`config.mk`:
```
export PLATFORM = sky130hd
export DESIGN_NAME = instr_fetch_flat
export DESIGN_NICKNAME = d
export VERILOG_FILES = /design/src/rtl/fetch_pkg.sv /design/src/rtl/instr_fetch_if.sv /design/src/rtl/instr_fetch.sv /design/src/flat_wrapper.sv
export SDC_FILE = /design/constraint.sdc
export NUM_CORES = 1
export LEC_CHECK = 0
export CORE_MARGIN = 2
export CORE_UTILIZATION = 53
export DETAILED_ROUTE_END_ITERATION = 10
export PLACE_DENSITY = 0.8
export RECOVER_POWER = 25
export SLEW_MARGIN = 15
export SYNTH_ARGS = -nofsm -noshare
export SYNTH_HDL_FRONTEND = slang
export SYNTH_SLANG_ARGS = --single-unit
```
`constraint.sdc`:
```
create_clock -name clk_i -period 3.7 [get_ports clk_i]
set_input_delay 0.74 -clock clk_i [delete_from_list [all_inputs] [get_ports clk_i]]
set_output_delay 0.74 -clock clk_i [all_outputs]
set_load 0.02 [all_outputs]
```
`src/rtl/fetch_pkg.sv`:
```
// fetch_pkg: shared constants and buffer entry type for the instruction fetch unit
package fetch_pkg;

    localparam int INSTR_BYTES = 4;

    typedef struct packed {
        logic [31:0] pc;
        logic [31:0] instr;
        logic        filled;
    } fetch_entry_t;

endpackage

```
`src/rtl/instr_fetch_if.sv`:
```
// instr_fetch_if: imem request/response and decode handshake bundle
interface instr_fetch_if;

    logic        imem_req_valid;
    logic        imem_req_ready;
    logic [31:0] imem_req_addr;
    logic        imem_rsp_valid;
    logic [31:0] imem_rsp_data;
    logic        instr_valid;
    logic        instr_ready;
    logic [31:0] instr;
    logic [31:0] instr_pc;

    modport master (
        output imem_req_valid, imem_req_addr, instr_valid, instr, instr_pc,
        input  imem_req_ready, imem_rsp_valid, imem_rsp_data, instr_ready
    );

    modport slave (
        input  imem_req_valid, imem_req_addr, instr_valid, instr, instr_pc,
        output imem_req_ready, imem_rsp_valid, imem_rsp_data, instr_ready
    );

endinterface

```
`src/rtl/instr_fetch.sv`:
```
// instr_fetch: in-order imem fetch with PC increment, response buffering and redirect flush
module instr_fetch
    import fetch_pkg::*;
#(
    parameter int FIFO_DEPTH      = 4,
    parameter int MAX_OUTSTANDING = 2
) (
    input  logic          clk_i,
    input  logic          rst_ni,
    input  logic [31:0]   pc_i,
    output logic          pc_ld_o,
    output logic [31:0]   pc_data_o,
    input  logic          redirect_i,
    input  logic [31:0]   redirect_pc_i,
    instr_fetch_if.master bus
);

    localparam int PW = $clog2(FIFO_DEPTH);
    localparam int UW = PW + 1;
    localparam int DW = $clog2(MAX_OUTSTANDING) + 1;
    localparam int SW = DW + 1;

    fetch_entry_t   ent_q [FIFO_DEPTH];
    fetch_entry_t   head_ent;
    logic [PW-1:0]  alloc_q, fill_q, head_q;
    logic [UW-1:0]  used_q, used_d;
    logic [DW-1:0]  unfilled_q, unfilled_d, drop_q, drop_d;
    logic           req_ok, acc, keep, pop;

    assign head_ent            = ent_q[head_q];
    assign bus.instr_valid     = head_ent.filled && used_q != '0;
    assign bus.instr           = head_ent.instr;
    assign bus.instr_pc        = head_ent.pc;
    assign bus.imem_req_addr   = pc_i;
    assign bus.imem_req_valid  = req_ok;

    // request credit, handshakes, PC load selection and counter next-state
    always_comb begin
        req_ok     = rst_ni && !redirect_i && used_q < UW'(FIFO_DEPTH) &&
                     (SW'(unfilled_q) + SW'(drop_q)) < SW'(MAX_OUTSTANDING);
        acc        = req_ok && bus.imem_req_ready;
        keep       = bus.imem_rsp_valid && drop_q == '0;
        pop        = bus.instr_valid && bus.instr_ready;
        pc_ld_o    = rst_ni && (redirect_i || acc);
        pc_data_o  = !rst_ni ? '0 : redirect_i ? redirect_pc_i : acc ? pc_i + 32'(INSTR_BYTES) : '0;
        used_d     = used_q + UW'(acc) - UW'(pop);
        unfilled_d = unfilled_q + DW'(acc) - DW'(keep);
        drop_d     = redirect_i ? drop_q + unfilled_q - DW'(bus.imem_rsp_valid)
                                : drop_q - DW'(bus.imem_rsp_valid && !keep);
    end

    // ring buffer: allocate on request, fill on kept response, pop on decode; redirect flushes
    always_ff @(posedge clk_i or negedge rst_ni) begin
        if (!rst_ni) begin
            alloc_q    <= '0;
            fill_q     <= '0;
            head_q     <= '0;
            used_q     <= '0;
            unfilled_q <= '0;
            drop_q     <= '0;
            for (int i = 0; i < FIFO_DEPTH; i++) ent_q[i] <= '0;
        end else if (redirect_i) begin
            alloc_q    <= '0;
            fill_q     <= '0;
            head_q     <= '0;
            used_q     <= '0;
            unfilled_q <= '0;
            drop_q     <= drop_d;
        end else begin
            if (acc) begin
                ent_q[alloc_q] <= '{pc: pc_i, instr: '0, filled: 1'b0};
                alloc_q        <= alloc_q + 1'b1;
            end
            if (keep) begin
                ent_q[fill_q].instr  <= bus.imem_rsp_data;
                ent_q[fill_q].filled <= 1'b1;
                fill_q               <= fill_q + 1'b1;
            end
            if (pop) head_q <= head_q + 1'b1;
            used_q     <= used_d;
            unfilled_q <= unfilled_d;
            drop_q     <= drop_d;
        end
    end

endmodule

```
`src/flat_wrapper.sv`:
```
// flat-port wrapper written by rule: the top's interface ports become plain ports
module instr_fetch_flat import fetch_pkg::*;
#(
    parameter int FIFO_DEPTH      = 4,
    parameter int MAX_OUTSTANDING = 2
)
  (clk_i, rst_ni, pc_i, pc_ld_o, pc_data_o, redirect_i, redirect_pc_i, bus_imem_req_valid, bus_imem_req_addr, bus_instr_valid, bus_instr, bus_instr_pc, bus_imem_req_ready, bus_imem_rsp_valid, bus_imem_rsp_data, bus_instr_ready);
  instr_fetch_if bus_i ();
  input  logic clk_i;
  input  logic rst_ni;
  input  logic [31:0] pc_i;
  output logic pc_ld_o;
  output logic [31:0] pc_data_o;
  input  logic redirect_i;
  input  logic [31:0] redirect_pc_i;
  output wire logic [$bits(bus_i.imem_req_valid)-1:0] bus_imem_req_valid;
  output wire logic [$bits(bus_i.imem_req_addr)-1:0] bus_imem_req_addr;
  output wire logic [$bits(bus_i.instr_valid)-1:0] bus_instr_valid;
  output wire logic [$bits(bus_i.instr)-1:0] bus_instr;
  output wire logic [$bits(bus_i.instr_pc)-1:0] bus_instr_pc;
  input wire logic [$bits(bus_i.imem_req_ready)-1:0] bus_imem_req_ready;
  input wire logic [$bits(bus_i.imem_rsp_valid)-1:0] bus_imem_rsp_valid;
  input wire logic [$bits(bus_i.imem_rsp_data)-1:0] bus_imem_rsp_data;
  input wire logic [$bits(bus_i.instr_ready)-1:0] bus_instr_ready;
  assign bus_imem_req_valid = bus_i.imem_req_valid;
  assign bus_imem_req_addr = bus_i.imem_req_addr;
  assign bus_instr_valid = bus_i.instr_valid;
  assign bus_instr = bus_i.instr;
  assign bus_instr_pc = bus_i.instr_pc;
  assign bus_i.imem_req_ready = bus_imem_req_ready;
  assign bus_i.imem_rsp_valid = bus_imem_rsp_valid;
  assign bus_i.imem_rsp_data = bus_imem_rsp_data;
  assign bus_i.instr_ready = bus_instr_ready;
  instr_fetch #(.FIFO_DEPTH(FIFO_DEPTH), .MAX_OUTSTANDING(MAX_OUTSTANDING)) u_core (.clk_i(clk_i), .rst_ni(rst_ni), .pc_i(pc_i), .pc_ld_o(pc_ld_o), .pc_data_o(pc_data_o), .redirect_i(redirect_i), .redirect_pc_i(redirect_pc_i), .bus(bus_i));
endmodule
```
==> results of run 1 <==
## per-layer routing
metal  GRT usage, %  routed length, um  up-vias
met3           6.21               2560       55
met4           6.48                671        0
met2           47.0              18100      361
li1               -                  -     4115
met1           34.9              13900     4897
met5              0                  0        -
## worst max-delay path, stage by stage
cell and delay, ns:
clkdlybuf4s50_1 0.54, nand4_2 0.24, or4_1 0.64, or4_4 0.43, o211ai_1 0.19, buf_4 0.21
## how the worst max path moves through the flow
stage | end | cells past startpoint
floorplan | pc_data_o[30] | 6
global placement | pc_data_o[18] | 8
detailed placement | pc_data_o[26] | 7
CTS | pc_data_o[29] | 9
global route | pc_data_o[29] | 9
finish | pc_data_o[29] | 6
## logic make-up (layout without fill, tap and decap cells)
group | after synthesis | count (layout) | share of synthesized area (%)
flip-flops | 273 | 273 | 51.4
multiplexers | 194 | 194 | 21.9
AO/OA/AOI/OAI | 186 | 186 | 11.5
AND/OR/NAND/NOR | 144 | 144 | 6.23
buffers and inverters | 135 | 397 | 5.61
XOR/XNOR | 21 | 21 | 1.38
adder cells (fa/ha/maj) | 19 | 19 | 1.90
other | 0 | 1 | 0
## final cells by class
| type | instances | area, um2 | area share (%) |
|---|---|---|---|
| Clock buffer | 38 | 790 | 4.61 |
| Tap cell | 324 | 405 | 2.37 |
| Sequential cell | 273 | 6840 | 40.0 |
| Clock inverter | 15 | 173 | 1.01 |
| Antenna cell | 1 | 2.50 | 0.0146 |
| Multi-Input combinational cell | 564 | 5840 | 34.1 |
| Timing Repair Buffer | 328 | 3010 | 17.6 |
| Inverter | 16 | 62.6 | 0.366 |
## cells in the final DEF (no fill, tap or decap), drive strengths merged, types with 12 or more instances in the layout
master / n
dfrtp: 273
clkdlybuf4s50: 193
mux2: 129
a22o: 128
buf: 112
mux4: 65
clkbuf: 54
nand2: 41
nor2: 18
ha: 17
inv: 17
o21ai: 14
nand4: 13
xnor2: 12
nand3: 12
## report_power, final
group	switching [W]	total, W	internal (W)
registers	0.000433	0.00411	0.00368
clock network	0.00119	0.00291	0.00172
logic	0.00180	0.00398	0.00218
## stage by stage
stage / cell area, um2 / power [W] / setup slack, ns
finish: 17100 / 0.0110 / -0.0205
global route: 17100 / 0.0115 / -0.111
CTS: 17200 / 0.0111 / -0.0312
detailed placement: 16200 / 0.00812 / -0.587
global placement: 16200 / 0.00801 / -0.541
floorplan: 13300 / 0.00642 / 0.548
## repair_timing
item	4_1_cts	5_1_grt
buffers inserted	2	0
endpoints found under the hold margin	0	0
resized for setup	105	59
hold buffers	0	0
setup endpoints to repair	33	31
pin swaps	2	3
==> impl_metrics.toml, run 1 <==
[sta]
hold_slack_ns = 0.482
skew_ns = 0.0131
fin_tns_setup_ns = -0.0205
layout_setup_ws_ns = -0.0205
fmax_mhz = 269
grt_setup_unrepaired = "true"
fin_crit_ns = 3.72
slew_violations = 152
setup_viol = 1
timing.final.crit_share_pct = 101
worst_pin_slew_ns = 1.99
hold_viol_final = 0
slew_headroom_pct = -32.9

[route]
vias = 9428
dr.first_iter.drc_count = 678
wire_per_inst_um = 22.6
drt-pass1-iter-count = 5
remaining_drc_errors = 0
wl_mm = 35.2
via_per_inst = 6.05
antenna_left = 0

[logic_synthesis]
ys.flop_type = "dfrtp_1"
yosysTopAreaCellShare_pct = 51.4
postSynthNetCount = 1093
yosysUniqueCellTypes = 56
synth_edf_count = 0
ys_seq_area_share_pct = 51.4
ys_seq_elements = 273
synth_common_cells = "dfrtp_1, mux2_2, a22o_1"
avgSynthCellArea_um2 = 13.7
yosys.area.top_type = "dfrtp_1"
syn_inst = 972
syn_area_um2 = 13300
synth-async-reset-ratio_pct = 100
yosysWarnings = 0
yosysMostFrequentCell = "dfrtp_1"
synth_area_leaders = "dfrtp_1, mux4_2, mux2_2, a22o_1, buf_4"

[worst_setup_path]
r2r-end = "u_core.ent_q[22]$_DFFE_PN0N_"
start_kind = "primary input"
crit_fanout = 7
r2r_slack_ns = 0.66
end_kind = "output pin"
path_class = "in2out"
critical_path_required_ns = 2.96
worst_r2r_path_depth = 11
startpoint = "pc_i[5]"
arrival_ns = 2.98
r2r_start = "u_core.drop_q[0]$_DFF_PN0_"

[clocking]
clkTransAtPathRegs_ns = 0.06
root_buffer = "clkbuf_16"
cts_sinks = 273
cts_buffers = 29
h-tree-depth = 1
insertion_delay_ns = 0.54
cts_tree = "done"
clock_path_buffers = 3

[worst_hold_path]
hold_end = "u_core.ent_q[0]$_DFFE_PN0N_"
hold_depth = 1
hp-class = "reg2reg"
hp-start = "u_core.ent_q[0]$_DFFE_PN0N_"

[cells_and_area]
post-route-util_pct = 70.0
drive_above_1_share_pct = 32.7
final_cells = 1559
finalNetCount = 1333
num-fill-cells = 1674
areaGrowthSynthToFinish_pct = 28.7

[grt]
grt_max_degree = 152
grt.overflow.total = 0
antenna_found_initial = 1
track_usage_pct = 27.1
grt_pass1_wl_mm = 55.8
grt_pass1_vias = 10000

[floorplan]
die_area_um2 = 26400
die_h_um = 162
start_util_pct = 54.3
io-pin-count = 233
rows = 57
die_w_um = 162
coreArea_um2 = 24500

[flow_run]
cap_violations = 1

[placed_design]
io_buffer_count = 232
dp.cells = 1503
gp_congestion = 0.895
place.detailed.hpwl_mm = 23.0

[pwr]
p_leak_nw = 7.78
p_per_area_nw_per_um2 = 643
ir_drop_mv = 0.455

[status]
violations = "max-capacitance violations, max-slew violations, negative setup slack"
status = "finished with violations"
(Power assumes the default switching activity.)
==> run 2: changes to the inputs <==
SETUP_SLACK_MARGIN = 0.02   (was unset)
SKIP_CTS_REPAIR_TIMING = 1   (was unset)
==> run 2 against run 1 <==
The flow still finishes with violations (max-capacitance violations, max-slew violations, negative setup slack). Largest power group unchanged. First-iteration DRC count down 2.5%. Cell area up 1.5%. Critical endpoint unchanged. Clock-buffer cell count unchanged.
==> impl_metrics.toml, run 2 (synthesis results as in run 1) <==
[worst_hold_path]
hold_depth = 1
hp-class = "reg2reg"

[sta]
timing.final.crit_share_pct = 102
hold_slack_ns = 0.483
slew_violations = 152
grt_setup_unrepaired = "true"
layout_setup_ws_ns = -0.0560
slew_headroom_pct = -32.2
setup_viol = 3
fmax_mhz = 266
skew_ns = 0.0154
fin_tns_setup_ns = -0.144
hold_viol_final = 0
worst_pin_slew_ns = 1.98
fin_crit_ns = 3.76

[worst_setup_path]
path_class = "reg2out"
arrival_ns = 3.02
start_kind = "register"
worst_r2r_path_depth = 13
r2r_slack_ns = 0.47
end_kind = "output pin"
critical_path_required_ns = 2.96
crit_fanout = 6

[route]
antenna_left = 0
wire_per_inst_um = 22.7
via_per_inst = 6.04
vias = 9441
remaining_drc_errors = 0
wl_mm = 35.5
dr.first_iter.drc_count = 661
drt-pass1-iter-count = 7

[placed_design]
dp.cells = 1503
io_buffer_count = 232
gp_congestion = 0.895
place.detailed.hpwl_mm = 23.0

[clocking]
cts_sinks = 273
h-tree-depth = 1
insertion_delay_ns = 0.54
cts_tree = "done"
clock_path_buffers = 3
root_buffer = "clkbuf_16"
cts_buffers = 29
clkTransAtPathRegs_ns = 0.06

[cells_and_area]
layout_common_cells = "dfrtp_1, clkdlybuf4s50_1, mux2_2"
drive_above_1_share_pct = 33.8
areaGrowthSynthToFinish_pct = 30.6
num-fill-cells = 1630
finalNetCount = 1337
final_cells = 1563
final_common_cell = "dfrtp_1"

[status]
status = "finished with violations"
violations = "max-capacitance violations, max-slew violations, negative setup slack"

[pwr]
total_power_w = 0.0111
p_per_area_nw_per_um2 = 638
p_leak_nw = 7.96
ir_drop_mv = 0.454

[grt]
grt_pass1_vias = 10000
grt_max_degree = 152
antenna_found_initial = 1
track_usage_pct = 27.1
grt_pass1_wl_mm = 55.8
grt.overflow.total = 0

[floorplan]
die_w_um = 162
die_h_um = 162
rows = 57
io-pin-count = 233
start_util_pct = 54.3
coreArea_um2 = 24500
die_area_um2 = 26400

[flow_run]
cap_violations = 1
run 2: cell count changes in the layout (fill, tap and decap cells not counted), sizes merged:
cell           before  now
clkdlybuf4s50     193  195
clkbuf             54   42
clkinv              8    9
dlygate4sd1         1    0
dlygate4sd2         5    0
dlymetal6s2s        1   10
inv                17   16
buf               112  123
run 2: path summary, 6_finish.rpt:
kind / from / endpoint
max in group asynchronous: rst_ni / async pin
setup reg to reg: u_core.drop_q[0]$_DFF_PN0_ / u_core.ent_q[146]$_DFFE_PN0N_
hold / removal: u_core.ent_q[0]$_DFFE_PN0N_ / u_core.ent_q[0]$_DFFE_PN0N_
setup / recovery: u_core.drop_q[0]$_DFF_PN0_ / pc_data_o[29]
hold reg to reg: u_core.ent_q[0]$_DFFE_PN0N_ / u_core.ent_q[0]$_DFFE_PN0N_
min in group asynchronous: rst_ni / u_core.drop_q[1]$_DFF_PN0_
run 2: per-stage QoR:
stage / util [%] / area, um2 / setup WS (ns)
2_1_floorplan: - / 13300 / 0.548
3_3_place_gp: 66.3 / 16200 / -0.541
3_5_place_dp: 66.3 / 16200 / -0.587
4_1_cts: 70.2 / 17200 / -0.617
5_1_grt: 71.0 / 17400 / -0.190
6_report: 71.0 / 17400 / -0.0560
run 2: critical path, cell delays in order (launching register included):
cell	delay, ns
dfrtp_1	0.38
inv_2	0.07
nor2_2	0.04
fa_1	0.48
nor4b_4	0.25
nand3_2	0.12
buf_12	0.15
buf_6	0.12
or4_4	0.49
o211ai_1	0.16
buf_4	0.20
run 2: cell type report:
class	instances	area [um2]	share of cell area, %
multi-input combinational	564	5900	34.0
clock inverter	15	173	0.994
sequential	273	6840	39.4
inverter	16	72.6	0.418
tap	324	405	2.33
clock buffer	38	790	4.55
antenna	1	2.50	0.0144
timing repair buffer	332	3180	18.3
run 2: metal layers:
layer  track usage [%]  up-vias  share of wire, %
met5                 0        -                 0
met4              6.44        0               1.8
met3              6.19       54               7.2
met2              46.9      353                51
met1              35.0     4908                40
li1                  -     4126                 -
run 2: power breakdown:
part	switching (W)	internal (W)
Sequential	0.000435	0.00368
Combinational	0.00182	0.00223
Clock	0.00119	0.00172
Total	0.00345	0.00763
==> run 3: changes to the inputs <==
GPL_TIMING_DRIVEN = 1   (was unset)
==> results of run 3 <==
Same layout as run 2: the final DEF is identical, and so are final timing and power.
